### src/rtl/fa_sat_counter.sv
// Saturating up-counter with synchronous clear.
//   clk, rst_n : clock, asynchronous active-low reset
//   clr        : return to zero (wins over inc)
//   inc        : add one unless already at MAX
//   cnt        : current count
module fa_sat_counter #(
    parameter int          W   = 8,
    parameter int unsigned MAX = 255
) (
    input  logic         clk,
    input  logic         rst_n,
    input  logic         clr,
    input  logic         inc,
    output logic [W-1:0] cnt
);

    localparam logic [W-1:0] MAX_V = W'(MAX);

    logic [W-1:0] cnt_reg;

    always_ff @(posedge clk or negedge rst_n) begin
        if (!rst_n) begin
            cnt_reg <= '0;
        end else if (clr) begin
            cnt_reg <= '0;
        end else if (inc && (cnt_reg != MAX_V)) begin
            cnt_reg <= cnt_reg + 1'b1;
        end
    end

    assign cnt = cnt_reg;

endmodule

### config.mk
export PLATFORM = sky130hd
export DESIGN_NAME = fa_sat_counter
export DESIGN_NICKNAME = d
export VERILOG_FILES = /design/src/rtl/fa_sat_counter.sv
export SDC_FILE = /design/constraint.sdc
export NUM_CORES = 1
export LEC_CHECK = 0
export ABC_AREA = 1
export CORE_AREA = 3 3 40 42
export DETAILED_ROUTE_END_ITERATION = 8
export DIE_AREA = 0 0 43 45
export SYNTH_ARGS = -nofsm -noshare
export SYNTH_HDL_FRONTEND = slang
export SYNTH_SLANG_ARGS = --single-unit
### constraint.sdc
create_clock -name clk -period 2.77 [get_ports clk]
set_input_delay 0.277 -clock clk [delete_from_list [all_inputs] [get_ports clk]]
set_output_delay 0.277 -clock clk [all_outputs]
set_load 0.01 [all_outputs]
==> results.json, run 1 <==
{
  "status": "finished clean",
  "rr_startpoint": "cnt[0]",
  "fin_hold_ws_ns": 0.3057,
  "initial_core_util": 0.3982,
  "nets": 95,
  "worstPathBufferInverterCount": 1,
  "r2r_setup_slack_ns": 1.35,
  "grt_overflow": 0,
  "synth_seq_cells": 8,
  "htreeDepth": 1,
  "ios": 12,
  "final.setup.tns_ns": 0,
  "clk_pin_slew_worst_paths_ns": 0.05,
  "synthesis.yosys.warnings": 0,
  "start_kind": "flip-flop",
  "syn-num-nets": 79,
  "min_period_ns": 1.557,
  "fraction_of_met2_tracks_used_by_global_routing": 0.1737,
  "tritoncts_buffers": 3,
  "worst_slack_ns": 1.213,
  "num_antenna_cells": 0,
  "synth_cell_types": 15,
  "core-area_mm2": 0.001285,
  "global_route.usage.met1": 0.2176,
  "place_congestion": 0.8158,
  "cts_sinks": 8,
  "path_cells": "clkdlybuf4s50_1",
  "die-height_um": 45,
  "drc": 0,
  "die_extent_in_x_um": 43,
  "leakage_power_figure_uw": 0.0003139,
  "vias": 514,
  "holdBufCountCts": 0,
  "tritoncts": "built",
  "grt_start_max_net_pins": 9,
  "synthCells": 74,
  "setup_repair_after_global_routing_missed_its_margin": "false",
  "final.period_utilization": 0.5621,
  "timing.critical_path.arrival_ns": 1.28,
  "insertion_delay_ns": 0.25,
  "report.final.hold_viol_count": 0,
  "yosys-mux-area-fraction": 0,
  "seq_area_frac_synth": 0.3912,
  "timing.critical_path.slowest_stage_cell": "clkdlybuf4s50_1",
  "worstReg2RegEnd": "cnt[7]",
  "post_synth_fa_ha_maj_area_fraction": 0.02445,
  "cp.required_ns": 2.49,
  "drt-wirelength-per-cell_um": 11.19,
  "postSynthAreaPerCell_um2": 6.915,
  "synthesized_area_fraction_occupied_by_xor_and_xnor_cells": 0,
  "power_density_mw_per_mm2": 390.4,
  "routed_via_density": 4.990,
  "critPathKind": "reg -> out",
  "synth-compound-area-share": 0.09535,
  "maximum_number_of_buffers_from_clock_root_to_sink": 2,
  "critical-path-max-stage-delay_ns": 0.58,
  "grt_first_pass_wirelength_um": 2028,
  "synthSimpleGateAreaFrac": 0.3985,
  "ir_worst_vdd_mv": 0.2524,
  "postCtsResizedCells": 0,
  "worstHoldPathType": "in -> async",
  "post_cts_buffers": 0,
  "final-max-slew-violation-count": 0,
  "place_hpwl_um": 868.8,
  "via_count_of_the_first_global_routing_pass": 445,
  "reg2regPathDepth": 7,
  "area_growth_pct": 29.58,
  "critical-path-top-delay-family": "buffers and inverters",
  "critical_path.endpoint_type": "primary output",
  "grt_antenna_before_repair": 0,
  "place.port_buffers": 11,
  "crit_cells": 1,
  "post_synthesis_cell_area_um2": 511.7,
  "pre_cts_ws_ns": 1.286,
  "grt.busiest_layer": "met1",
  "layout-drive-gt1-share": 0.1136,
  "relSlewSlack": 0.7496,
  "critical_path_peak_fanout": 7,
  "antenna_left": 0,
  "die_area_mm2": 0.001935,
  "synth_top_family_by_area": "simple AND/OR/NAND/NOR gates",
  "clk_root_buffer_cell": "clkbuf_4",
  "fmax_ghz": 0.6423,
  "globalRouteMet3Util": 0.02789,
  "grt_use_total": 0.1414,
  "power.total_uw": 258.9,
  "row_count": 13,
  "largest_reg_flops": 8,
  "drt_first_iter_violations": 20,
  "cap_violations": 0,
  "tightest_slew_ns": 0.3744,
  "setup_viol_count_final": 0,
  "wl_um": 1153,
  "drt_first_pass_iters": 4,
  "finalClockSkew_ns": 0.001533
}
-- cells by family (layout without fill, tap and decap cells) --
group                    Yosys count  count (layout)
flip-flops                         8               8
adder cells (fa/ha/maj)            1               1
buffers and inverters             11              25
AND/OR/NAND/NOR                   46              46
AO/OA/AOI/OAI                      8               8
-- through the flow --
stage / instances / util / instance area, um^2
2_1_floorplan: 74 / - / 511.7
6_report: 103 / 0.5161 / 663.1
4_1_cts: 103 / 0.5161 / 663.1
3_3_place_gp: 100 / 0.4985 / 640.6
3_5_place_dp: 100 / 0.4985 / 640.6
5_1_grt: 103 / 0.5161 / 663.1
-- routing by layer --
metal / wire [um] / up-vias
li1: - / 263
met1: 591 / 228
met2: 453 / 18
met3: 75 / 5
met4: 33 / 0
met5: 0 / -
-- power breakdown --
part | switching (uW) | internal, uW | leakage (uW)
sequential | 7.28 | 122 | 0.000108
combinational | 21.3 | 20.0 | 0.000192
clock | 38.6 | 49.5 | 0.0000138
-- cells in the final DEF (no fill, tap or decap), drive strengths merged --
cell type and n:
o21bai 2, clkinv 1, nand2 28, ha 1, dfrtp 8, a21oi 5
nor2 7, o21ai 1, clkbuf 3, inv 10, nand3 9, nor3 2
clkdlybuf4s50 11
-- Yosys cell counts --
master	n	area [um^2]
nand2_1	25	93.84
inv_1	10	37.54
nand3_1	9	45.04
dfrtp_1	8	200.2
nor2_1	5	18.77
a21oi_1	4	20.02
nand2_2	2	12.51
nor2_2	2	12.51
nor3_1	2	10.01
o21bai_1	2	15.01
a21oi_2	1	8.760
clkinv_4	1	8.760
ha_1	1	12.51
nand2_4	1	11.26
o21ai_1	1	5.000
-- worst max path at each step --
stage	start	to	slack (ns)
after global placement	clr	cnt[1]	1.25
after floorplan	cnt[0]	cnt[7]	1.47
after CTS	cnt[5]	cnt[5]	1.19
final	cnt[5]	cnt[5]	1.21
after global routing	cnt[5]	cnt[5]	1.14
after detailed placement	clr	cnt[3]	1.29
-- layout make-up --
class / instances / area [um^2]
clock buffer: 3 / 22.52
fill: 133 / 621.8
inverter: 11 / 46.29
multi-input combinational: 55 / 265.3
sequential: 8 / 200.2
tap: 15 / 18.77
timing repair buffer: 11 / 110.1
Note: power is estimated with default switching activity, not from simulation.
==> inputs of run 2 (changes only) <==
clock period = 1.5 ns   (was 2.77 ns; I/O delays follow)
==> run 2 against run 1 <==
  * Clock skew is 0.0020 ns higher
  * Clock-buffer cell count stayed put
  * Largest cell class unchanged
  * Clock power is 100% higher
  * Sequential power is 84% higher
  * Highest routed layer unchanged
  * Largest power group unchanged
  * Non-clock buffer count is 1 higher
  * Sequential share of layout area is 0.50 points lower
  * Critical path type unchanged
  * Die area stayed put
  * Via count is 0.97% higher
  * Register-to-register slack worse by 1.2 ns
==> results.json, run 2 (synthesis results as in run 1) <==
{
  "pre_cts_ws_ns": 0.08922,
  "largest_reg_flops": 8,
  "place_hpwl_um": 941.9,
  "power.share.clock": 0.355,
  "final.period_utilization": 0.9592,
  "worstPathBufferInverterCount": 1,
  "p_int_uw": 356.6,
  "wl_um": 1276,
  "htreeDepth": 1,
  "nets": 96,
  "met2_wirelength_um": 575,
  "worstHoldPathType": "in -> async",
  "report.final.hold_viol_count": 0,
  "critical-path-max-stage-delay_ns": 0.58,
  "row_count": 13,
  "drt-wirelength-per-cell_um": 12.27,
  "finalClockSkew_ns": 0.003575,
  "worst_slack_ns": 0.06121,
  "topRoutingLayerUsed": "met4",
  "place.port_buffers": 11,
  "cap_violations": 0,
  "grt_overflow": 0,
  "grt_start_max_net_pins": 9,
  "insertion_delay_ns": 0.26,
  "die-height_um": 45,
  "vias": 519,
  "leakage_power_figure_uw": 0.0003188,
  "total_switching_power_uw": 138.2,
  "final.setup.tns_ns": 0,
  "final_design_area_no_fill_um2": 674.4,
  "timing.critical_path.arrival_ns": 1.29,
  "tightest_slew_ns": 0.4176,
  "post_cts_buffers": 0,
  "clk_root_buffer_cell": "clkbuf_4",
  "setup_viol_count_final": 0,
  "grt_first_pass_wirelength_um": 2359,
  "maximum_number_of_buffers_from_clock_root_to_sink": 2,
  "stdcell_count": 104,
  "place_inst": 101,
  "power_density_mw_per_mm2": 733.7,
  "tritoncts_buffers": 3,
  "critical_path.endpoint_type": "primary output",
  "clk_pin_slew_worst_paths_ns": 0.06,
  "timing.critical_path.slowest_stage_cell": "clkdlybuf4s50_1",
  "sw_frac_of_total": 0.2793,
  "place_congestion": 0.8695,
  "cp.required_ns": 1.35,
  "grt_use_total": 0.1692,
  "routed_via_density": 4.990,
  "sum_of_routed_wire_segments_on_met1_um": 604,
  "via_count_of_the_first_global_routing_pass": 529,
  "fmax_ghz": 0.6950,
  "drt_first_iter_violations": 11,
  "share_seq_of_total_power": 0.481,
  "antenna_left": 0,
  "relSlewSlack": 0.7207,
  "layout-drive-gt1-share": 0.1348,
  "cell_area_reported_after_detailed_placement_um2": 648.1,
  "critical-path-top-delay-family": "buffers and inverters",
  "die_area_mm2": 0.001935,
  "fin_hold_ws_ns": 0.1870,
  "ios": 12,
  "drc": 0,
  "initial_core_util": 0.3982,
  "setup_repair_after_global_routing_missed_its_margin": "false",
  "grt_antenna_before_repair": 0,
  "core-area_mm2": 0.001285,
  "cts_sinks": 8,
  "die_extent_in_x_um": 43,
  "final-max-slew-violation-count": 0,
  "start_kind": "flip-flop",
  "critPathKind": "reg -> out",
  "status": "finished clean",
  "tritoncts": "built",
  "ir_worst_vdd_mv": 0.4049,
  "critical_path_peak_fanout": 7,
  "route.met3.wl_um": 63,
  "combinational_share_of_power": 0.164,
  "most_frequent_standard_cell_in_the_layout_excluding_fill_and_tap_cells": "nand2_1",
  "num_antenna_cells": 0,
  "layout.cells.most_common_list": "nand2_1, clkdlybuf4s50_1, inv_1",
  "area_growth_pct": 31.78,
  "path_cells": "clkdlybuf4s50_1",
  "drt_first_pass_iters": 4,
  "min_period_ns": 1.439
}
[run 2: cell count changes in the layout (fill, tap and decap cells not counted), sizes merged]
cell and delta:
buf +1
[run 2: cell type report]
cell class	count	area, um^2
fillers	128	610.6
multi-input cells	55	269.0
flip-flops and latches	8	200.2
repair buffers	12	117.6
inverters	11	46.29
clock buffers	3	22.52
well taps	15	18.77
[run 2: worst paths after layout]
path | from | end | slack, ns | cells past startpoint
max | cnt[5] | cnt[5] | 0.06 | 1
min | rst_n | cnt[7] | 0.19 | 1
max reg2reg | cnt[0] | cnt[2] | 0.16 | 9
min reg2reg | cnt[6] | cnt[6] | 0.54 | 2
max in group asynchronous | rst_n | cnt[1] | 1.02 | 1
min in group clk | cnt[6] | cnt[6] | 0.54 | 2
[run 2: routing by layer]
| metal | vias up | global-route usage |
|---|---|---|
| met5 | - | 0 |
| met3 | 5 | 0.03586 |
| li1 | 265 | - |
| met1 | 234 | 0.2206 |
| met2 | 15 | 0.2635 |
| met4 | 0 | 0.09036 |
[run 2: what timing repair did]
item                                    4_1_cts  5_1_grt
hold buffers                                  0        0
resized for setup                             0        1
hold endpoints to repair                      0        0
endpoints found under the setup margin        0        2
[run 2: power groups by stage]
stage,clock network (uW),registers [uW],logic (uW)
final,176,238,81.2
after global routing,192,240,89.8
after CTS,182,238,81.3
after detailed placement,0,242,80.6
after global placement,0,241,80.6
after floorplan,0,244,32.3
[run 2: metrics by stage]
stage	power (uW)	utilization
global placement	322.1	0.5044
finish	494.8	0.5248
detailed placement	322.4	0.5044
CTS	500.8	0.5219
floorplan	276.7	-
global route	521.6	0.5248
